`src/rtl/bcd_pkg.sv`:
```
// Shared types and constants for the BCD-to-binary converter.
// Optional feature macro: BCD_BINARY_DIGIT_CHECK_EN (operand digit check, err port).
package bcd_pkg;

  typedef enum logic [1:0] {
    IDLE   = 2'd0,
    SHIFT  = 2'd1,
    ADJUST = 2'd2,
    DONE   = 2'd3
  } state_t;

  localparam int DIGITS_DEF = 4;
  localparam int BIN_W_DEF  = 14;

  // Reverse double-dabble correction: a nibble of 8 or more after a right
  // shift carried a "ten" in from above and must drop by 3.
  localparam logic [3:0] NIB_8 = 4'd8;
  localparam logic [3:0] NIB_3 = 4'd3;
  // Largest legal BCD digit.
  localparam logic [3:0] NIB_9 = 4'd9;

endpackage

```
`src/rtl/bcd_digit_adjust.sv`:
```
// Single-digit reverse double-dabble correction cell (combinational).
module bcd_digit_adjust
  import bcd_pkg::*;
(
  input  logic [3:0] d_i,
  output logic [3:0] d_o
);

  assign d_o = (d_i >= NIB_8) ? (d_i - NIB_3) : d_i;

endmodule

```
`src/rtl/bcd_binary.sv`:
```
// Sequential BCD-to-binary converter using reverse double-dabble.
// One bit of the result is produced per SHIFT/ADJUST pair, so a conversion
// takes 2*BIN_W+1 edges from the start edge to the result edge.
// Optional feature macro: BCD_BINARY_DIGIT_CHECK_EN adds the err output,
// which flags an operand nibble above 9 and forces the result to 0.
module bcd_binary
  import bcd_pkg::*;
#(
  parameter int DIGITS = DIGITS_DEF,
  parameter int BIN_W  = BIN_W_DEF
) (
  input  logic                clk,
  input  logic                reset,
  input  logic                start,
  input  logic [4*DIGITS-1:0] bcd,
  output logic [BIN_W-1:0]    binary,
  output logic                valid,
  output logic                busy
`ifdef BCD_BINARY_DIGIT_CHECK_EN
  ,
  output logic                err
`endif
);

  localparam int BCD_W  = 4 * DIGITS;
  localparam int WORK_W = BCD_W + BIN_W;
  localparam int CNT_W  = $clog2(BIN_W + 1);

  // The result register must hold the largest DIGITS-digit decimal value.
  if (2**BIN_W < 10**DIGITS) begin : g_width_check
    $error("bcd_binary: BIN_W is too narrow for DIGITS decimal digits");
  end

  state_t            state_q, state_d;
  logic [CNT_W-1:0]  cnt_q,   cnt_d;
  logic [WORK_W-1:0] work_q,  work_d;   // {bcd_reg, bin_reg}
  logic [BIN_W-1:0]  binary_q, binary_d;
  logic              valid_q, valid_d;

  logic [BCD_W-1:0]  adj_bcd;
  logic [BIN_W-1:0]  result;

  // All BCD digits are corrected in parallel, one cell per digit.
  for (genvar g = 0; g < DIGITS; g++) begin : g_adj
    bcd_digit_adjust u_adj (
      .d_i (work_q[BIN_W + 4*g +: 4]),
      .d_o (adj_bcd[4*g +: 4])
    );
  end

`ifdef BCD_BINARY_DIGIT_CHECK_EN
  logic bad_digit;
  logic bad_q;
  logic err_q;

  // Detect any operand nibble outside 0..9.
  always_comb begin
    bad_digit = 1'b0;
    for (int i = 0; i < DIGITS; i++) begin
      if (bcd[4*i +: 4] > NIB_9) bad_digit = 1'b1;
    end
  end

  // Latch the check at load; publish it together with the result at DONE.
  always_ff @(posedge clk or posedge reset) begin
    if (reset) begin
      bad_q <= 1'b0;
      err_q <= 1'b0;
    end else begin
      if (state_q == IDLE && start) bad_q <= bad_digit;
      if (state_q == DONE)          err_q <= bad_q;
    end
  end

  // A malformed operand still runs the full latency but reports zero.
  assign result = bad_q ? '0 : work_q[BIN_W-1:0];
  assign err    = err_q;
`else
  assign result = work_q[BIN_W-1:0];
`endif

  // Next-state logic for the FSM, iteration counter and working register.
  always_comb begin
    // NOTE: every next-state signal is defaulted before the case, so no path
    // leaves one unassigned and no latch is inferred.
    state_d  = state_q;
    cnt_d    = cnt_q;
    work_d   = work_q;
    binary_d = binary_q;
    valid_d  = 1'b0;

    case (state_q)
      IDLE: begin
        if (start) begin
          work_d  = {bcd, {BIN_W{1'b0}}};
          cnt_d   = '0;
          state_d = SHIFT;
        end
      end
      SHIFT: begin
        work_d  = {1'b0, work_q[WORK_W-1:1]};
        state_d = ADJUST;
      end
      ADJUST: begin
        work_d  = {adj_bcd, work_q[BIN_W-1:0]};
        cnt_d   = cnt_q + CNT_W'(1);
        state_d = (cnt_q < CNT_W'(BIN_W - 1)) ? SHIFT : DONE;
      end
      DONE: begin
        binary_d = result;
        valid_d  = 1'b1;
        state_d  = IDLE;
      end
      default: state_d = IDLE;
    endcase
  end

  // State registers; reset aborts any conversion in flight.
  always_ff @(posedge clk or posedge reset) begin
    // NOTE: sequential state uses non-blocking assignments so every register
    // samples the pre-edge values, independent of statement order.
    if (reset) begin
      state_q  <= IDLE;
      cnt_q    <= '0;
      work_q   <= '0;
      binary_q <= '0;
      valid_q  <= 1'b0;
    end else begin
      state_q  <= state_d;
      cnt_q    <= cnt_d;
      work_q   <= work_d;
      binary_q <= binary_d;
      valid_q  <= valid_d;
    end
  end

  assign binary = binary_q;
  assign valid  = valid_q;
  assign busy   = (state_q != IDLE);

endmodule

```
`config.mk`:
```
export PLATFORM = sky130hd
export DESIGN_NAME = bcd_binary
export DESIGN_NICKNAME = d
export VERILOG_FILES = /design/src/rtl/bcd_pkg.sv /design/src/rtl/bcd_digit_adjust.sv /design/src/rtl/bcd_binary.sv
export SDC_FILE = /design/constraint.sdc
export NUM_CORES = 1
export LEC_CHECK = 0
export ABC_CLOCK_PERIOD_IN_PS = 3000
export CAP_MARGIN = 20
export CORE_MARGIN = 2
export CORE_UTILIZATION = 30
export CTS_CLUSTER_DIAMETER = 200
export CTS_CLUSTER_SIZE = 14
export DETAILED_ROUTE_END_ITERATION = 8
export PLACE_DENSITY = 0.45
export SYNTH_ARGS = -nofsm -noshare
export SYNTH_HDL_FRONTEND = slang
export SYNTH_HIERARCHICAL = 1
export SYNTH_SLANG_ARGS = --single-unit
export TNS_END_PERCENT = 30
```
`constraint.sdc`:
```
create_clock -name clk -period 3 [get_ports clk]
set_clock_uncertainty 0.1 [all_clocks]
set_input_delay 0.6 -clock clk [delete_from_list [all_inputs] [get_ports clk]]
set_output_delay 0.6 -clock clk [all_outputs]
set_load 0.1 [all_outputs]
```
After elaboration in Yosys (flattened, before gate mapping)
Cells that the tools add are included. W data, S select, Z words.

Bits of input ports: 19. Bits in latches: 0. Register bits: 51. Logic and storage cells: 51. Output and inout bits: 16. Memories: 0. Bits in writable memories: 0. ROM bits: 0.

Div/mod/pow operators: 0. $lt $le $gt $ge: 5. Shift operators: 0. Multipliers: 0. Bitwise logic cells: 1. Eq/ne operators: 8. Mux-type cells: 12. Reductions and logical operators: 11. $add $sub $neg: 5.

Operators with widths (count): $pmux W30 S3 (1); $mux W30 (1); $mux W4 (5); $ge A4 B4 Y1 const B (4); $sub A4 B2 Y4 const B (4); $reduce_and A3 Y1 (5); $ne A2 B1 Y1 const B (4); $pmux W2 S4 (1); $pmux W4 S2 (1); $reduce_bool A2 Y1 (3); $add A4 B1 Y4 const B (1); $eq A2 B2 Y1 const B (2); $lt A4 B4 Y1 const B (1); $mux W2 (2); $reduce_bool A3 Y1 (1); $eq A2 B1 Y1 const B (1); $logic_not A2 Y1 (1); $ne A2 B2 Y1 const B (1); $reduce_and A2 Y1 (1); $mux W1 (1); $not A1 Y1 (1).

Depth between registers and ports, before layout
Gate-level depths: netlist of the first run.

Depth after elaboration: 3. Gate-level depth with buffers: 8. Mapped depth without buffers: 7.

Hierarchy
The synthesis of the first run kept the hierarchy.

By module, submodules not included: bcd_binary (seq. area each 1276.2 um^2, cells an instance 226, times used 1, area each 2514.9 um^2); bcd_digit_adjust (seq. area each 0.0 um^2, cells an instance 11, times used 4, area each 76.3 um^2).

Least setup slack after synthesis of the first run
No wires, ideal clock.

Kind: register to output. Start: register state_q[0]. End: output busy. Path buffers: 0. Arrival time: 1.292 ns. Path slack: 1.008 ns. Data required time: 2.300 ns. Cell stages (with the launch flop): 4. Cell sequence: dfrtp_1 -> inv_1 -> ha_1 -> inv_1.

Cells in the longest elaborated chain, start to end: 1.

Ends and longest elaborated chain: from (decl) (RTL line bcd_binary.sv:34) `state_t state_q, state_d;`; from (signal assigned) (RTL line bcd_binary.sv:129) `state_q <= state_d;`; $reduce_bool A2 Y1 (RTL line bcd_binary.sv:139) `assign busy = (state_q != IDLE);`; to (decl) (RTL line bcd_binary.sv:18) `output logic busy`.

No other way between the ends.

Final worst setup path of the first run
Start: register state_q[1]. End: output busy.

The elaborated chain is that of the path after synthesis.

==> results of run 1 <==
-- path summary, 6_finish.rpt --
kind,startpoint,end,slack (ps),cells past startpoint
max in group asynchronous,reset,cnt_q[0]$_DFFE_PP0P_,1740,3
setup reg to reg,state_q[1]$_DFFE_PP0P_,work_q[15]$_DFFE_PP0P_,880,5
setup / recovery,state_q[1]$_DFFE_PP0P_,busy,850,4
min in group asynchronous,reset,work_q[1]$_DFFE_PP0P_,520,2
hold reg to reg,binary[0]$_DFFE_PP0P_,binary[0]$_DFFE_PP0P_,420,1
hold / removal,binary[0]$_DFFE_PP0P_,binary[0]$_DFFE_PP0P_,420,1
-- sequential cells by signal (all words and copies together) (netlist names) --
name	cells
valid	1
work_q	30
binary	14
cnt_q	4
state_q	2
-- area by class of cell --
| type | count | area (µm²) | share of cell area [%] |
|---|---|---|---|
| inverter | 29 | 109 | 3.30 |
| clock buffer | 5 | 68.8 | 2.09 |
| multi-input combinational | 177 | 1340 | 40.7 |
| tap | 111 | 139 | 4.21 |
| timing repair buffer | 37 | 335 | 10.2 |
| clock inverter | 3 | 27.5 | 0.834 |
| sequential | 51 | 1280 | 38.7 |
-- critical path: stages (launching register included) --
cell and delay [ps]:
dfrtp_1 470, inv_1 110, ha_1 220, inv_1 60, buf_4 280
-- cells in the final DEF, fill, tap and decap left out, types with 12 or more instances in the layout --
cell type         n
dfrtp_1          51
inv_1            28
a21oi_1          24
nand2_1          23
nor2_1           18
clkdlybuf4s50_1  18
buf_4            18
ha_1             16
mux2i_1          15
mux2_2           14
nor2b_1          12
-- kinds of logic after synthesis --
logic type               after synthesis
XOR/XNOR                               8
flip-flops                            51
multiplexers                          36
AO/OA/AOI/OAI                         48
adder cells (fa/ha/maj)               16
AND/OR/NAND/NOR                       69
buffers and inverters                 42
-- power breakdown --
group	switching, mW	internal (mW)	leakage [nW]	total (mW)
Combinational	1.09	0.787	0.811	1.88
Clock	0.255	0.172	0.0463	0.427
Sequential	0.237	0.872	0.669	1.11
-- cell usage after synthesis (all sizes together) --
cell / n
and2b: 4
and3: 1
nor2: 18
nand2b: 6
and2: 2
nand2: 23
a21oi: 24
nor2b: 12
inv: 29
a221oi: 9
a32o: 1
o21ai: 5
xnor2: 4
buf: 12
clkbuf: 1
dfrtp: 51
a22oi: 6
o211ai: 1
a31oi: 1
nand4b: 2
xor2: 4
mux2i: 15
mux2: 21
nand3: 1
ha: 16
o211a: 1
-- stage by stage --
stage	worst slack (ps)	hold WS [ps]
after floorplan	1010	379
after global placement	872	393
after detailed placement	881	399
after CTS	826	423
after global routing	700	442
final	846	416
-- metal layers --
layer	part of all wire [%]	routed length, µm	global-route usage, %
met5	0	0	0
met4	0.52	29	2.49
met3	2.7	150	2.43
met2	46	2550	19.1
met1	51	2810	16.5
==> metrics.csv, run 1 <==
metric,value,unit
status,"complete, no violations",
drv_cap,0,
drt_iter0_drc,86,
numPortBuffers,34,
p_per_area,1040,nW/µm²
slew_headroom,53.8,%
clock_path_buffers,2,
dieWidth,101,µm
cts_resized,0,
antenna_cells,0,
vias,1921,
place.gp.congestion,0.728,
synth_compound_area_share,12.1,%
cp_max_fo,6,
root_buffer,clkbuf_8,
dpl.cell_count,405,
rows,35,
synth-seq-cells,51,
final_util,35.9,%
wl,5.54,mm
cp_data_required_time,2300,ps
antenna_left,0,
viasPerCell,4.65,
synth.distinct_cells,33,
drt_pass1_iterations,4,
synth.area.mux_share,13.8,%
drc,0,
yosysWarnings,6,
numCtsBuffers,5,
coreArea,9200,µm²
hpwl,3.84,mm
grt_pass1_vias,1940,
dieArea,10200,µm²
path_class,register to output pin,
ioPinCount,35,
finalSetupTns,0,ps
path_clk_slew,110,ps
rsz0062_at_grt,no,
grt_util_all_layers,11.9,%
layout-drive-gt1-share,16.9,%
fmax,0.464,GHz
p_total,3.42,mW
n_fill_cell,961,
die_h,101,µm
tightest_slew,693,ps
maxSlewViolCount,0,
synth_top_family_by_area,multiplexers,
postLayoutCellArea,3300,µm²
postCtsHoldBufs,0,
start_util,30.7,%
synth_area_per_cell,10.4,µm²
numClockSinks,51,
synthesis.nets,305,
cts_tree,done,
finalHoldViolations,0,
cts_setup_buffers,0,
synth.area.top_cells,"dfrtp_1, ha_1, mux2_2",
grt_remaining_overflow,0,
grt_max_degree,34,
synthCells,270,
insertion_delay,310,ps
yosysTopAreaCell,dfrtp_1,
fin_cells,413,
yosys.area_share.simple,12.2,%
netlist.area_leader.share,45.3,%
worstPathArrival,1450,ps
area_delta_synth_final,17.0,%
grt_first_pass_wirelength,9.63,mm
post_drt_wl_per_cell,13.4,µm
setup_viol,0,
hold_path.class,register to register,
worst_setup_path_end_kind,output pin,
antenna_found_initial,0,
fin_nets,336,
yosysSeqAreaShare,45.3,%
min_period,2150,ps
min_period_over_period,71.8,%
leakagePower,1.53,nW
synth-xor-area-share,2.48,%
ir_drop,0.000420,V
htree_levels,2,
cp-start-kind,register,
placed_area,3200,µm²
netlist_area,2820,µm²
synth_adder_area_share,7.10,%
(Power assumes the default switching activity.)
==> inputs of run 2 (changes only) <==
- ABC_CLOCK_PERIOD_IN_PS: 3000 -> 1930
- PLACE_DENSITY: 0.45 -> 0.47
- clock period: 3 -> 1.93 ns (I/O delays scaled with it)
==> metrics.csv, run 2 (same netlist as run 1, synthesis figures left out) <==
metric,value,unit,change
numPortBuffers,34,,unchanged
switchingPower,2.54,mW,+60%
insertion_delay,310,ps,about the same
p_int,3.17,mW,+73%
regMostFlops,work_q,,
coreArea,9200,µm²,unchanged
hpwl,4.04,mm,+5.2%
antenna_found_initial,0,,unchanged
finalHoldViolations,0,,unchanged
layout_common_cells,"dfrtp_1, inv_1, a21oi_1, nand2_1, buf_12",,
grtUsageMet1,15.9,%,-0.62 points
area_delta_synth_final,28.6,%,
rr_endpoint,work_q[18]$_DFFE_PP0P_,,
antenna_left,0,,unchanged
p_seq_share,29.6,%,-2.9 points
ioPinCount,35,,unchanged
cp_max_fo,4,,-2
worst_setup_path_end_kind,output pin,,
setup_viol,0,,unchanged
finalSetupTns,0,ps,unchanged
slew_headroom,75.1,%,+21 points
drv_cap,0,,unchanged
cp_data_required_time,1440,ps,-860 ps
rows,35,,unchanged
wl,5.60,mm,+1.1%
maxSlewViolCount,0,,unchanged
power_frac_clock,11.6,%,-0.9 points
tightest_slew,363,ps,-330 ps
hold_path.class,input port to async pin,,
htree_levels,2,,unchanged
cts_tree,done,,
grt_max_degree,22,,-35%
start_util,30.7,%,unchanged
min_period_over_period,95.1,%,
drt_pass1_iterations,4,,unchanged
status,"complete, no violations",,
ir_drop,0.000668,V,+59%
dieArea,10200,µm²,unchanged
final_common_cell,dfrtp_1,,
leakagePower,1.64,nW,+7.6%
r2r_slack,130,ps,-750 ps
root_buffer,clkbuf_8,,
antenna_cells,0,,unchanged
critPathLaunch,state_q[0]$_DFFE_PP0P_,,
vias,1985,,+3.3%
p_sw_share,44.5,%,-1.9 points
grt_first_pass_wirelength,9.64,mm,about the same
critPathCapture,busy,,
min_period,1830,ps,
dieWidth,101,µm,unchanged
rsz0062_at_grt,no,,
drc,0,,unchanged
place.gp.congestion,0.749,,+2.8%
timing.hold.ws,259,ps,-157 ps
numClockSinks,51,,unchanged
path_clk_slew,100,ps,about the same
rr_worst_depth,4,,-1
cp-start-kind,register,,
grt_pass1_vias,1945,,+0.26%
grt-busiest-layer,met2,,
rr_startpoint,state_q[0]$_DFFE_PP0P_,,
grt_use_met3,2.98,%,+0.55 points
largest_register_ffs,30,,unchanged
grt_use_met2,19.6,%,+0.51 points
fmax,0.545,GHz,
clock_path_buffers,2,,unchanged
layout-drive-gt1-share,21.3,%,+4.4 points
p_per_area,1570,nW/µm²,+52%
grt_remaining_overflow,0,,unchanged
drt_iter0_drc,79,,-8.1%
p_total,5.71,mW,+67%
post_drt_wl_per_cell,13.1,µm,-2.0%
grt_util_all_layers,11.9,%,+0.059 points
fin_nets,349,,+3.9%
path_class,register to output pin,,
viasPerCell,4.66,,+0.18%
numCtsBuffers,5,,unchanged
worstPathArrival,1350,ps,-100 ps
pwr-share-comb,58.8,%,+3.8 points
die_h,101,µm,unchanged
==> run 2: worst min-delay path by stage <==
stage,endpoint,start,depth (start not counted),slack [ps]
floorplan,binary[0]$_DFFE_PP0P_,work_q[0]$_DFFE_PP0P_,1,380
global placement,binary[0]$_DFFE_PP0P_,work_q[0]$_DFFE_PP0P_,1,400
detailed placement,binary[0]$_DFFE_PP0P_,work_q[0]$_DFFE_PP0P_,1,410
CTS,work_q[29]$_DFFE_PP0P_,reset,2,270
global route,work_q[24]$_DFFE_PP0P_,reset,2,270
finish,work_q[24]$_DFFE_PP0P_,reset,2,260
==> run 2: power by group through the flow <==
stage / logic, mW / registers (mW) / clock network, mW
final: 3.36 / 1.69 / 0.661
after global routing: 3.72 / 1.74 / 0.748
after CTS: 3.37 / 1.69 / 0.701
after detailed placement: 3.37 / 1.71 / 0
after global placement: 3.32 / 1.71 / 0
after floorplan: 2.39 / 1.82 / 0
==> run 2: routing by layer <==
layer	part of all wire [%]	vias to the layer above
li1	-	985
met1	46	957
met2	50	41
met3	3.4	2
met4	0.46	0
met5	0	-
==> run 2: final cells by class <==
class | count | area, µm²
clock inverter | 3 | 27.5
multi-input combinational | 177 | 1350
inverter | 29 | 109
tap | 111 | 139
fill | 934 | 5570
clock buffer | 5 | 68.8
timing repair buffer | 50 | 658
sequential | 51 | 1280
==> run 2: metrics by stage <==
stage                     area, µm²  setup WS (ps)  util [%]  instances
after floorplan                2820            152         -        270
after global placement         3510           64.9      38.2        416
after detailed placement       3510           48.2      38.2        416
after CTS                      3610           24.7      39.2        424
after global routing           3630           20.8      39.4        426
final                          3630           95.3      39.4        426
==> run 2: repair_timing <==
| action | 4_1_cts | 5_1_grt |
|---|---|---|
| buffers inserted | 0 | 2 |
| setup endpoints to repair | 0 | 24 |
| resized for setup | 0 | 3 |
| hold buffers | 0 | 0 |
==> run 2: critical path: stages, from the launching register on <==
cell and delay (ps):
dfrtp_1 430, inv_2 80, ha_1 240, inv_1 110
buf_12 180
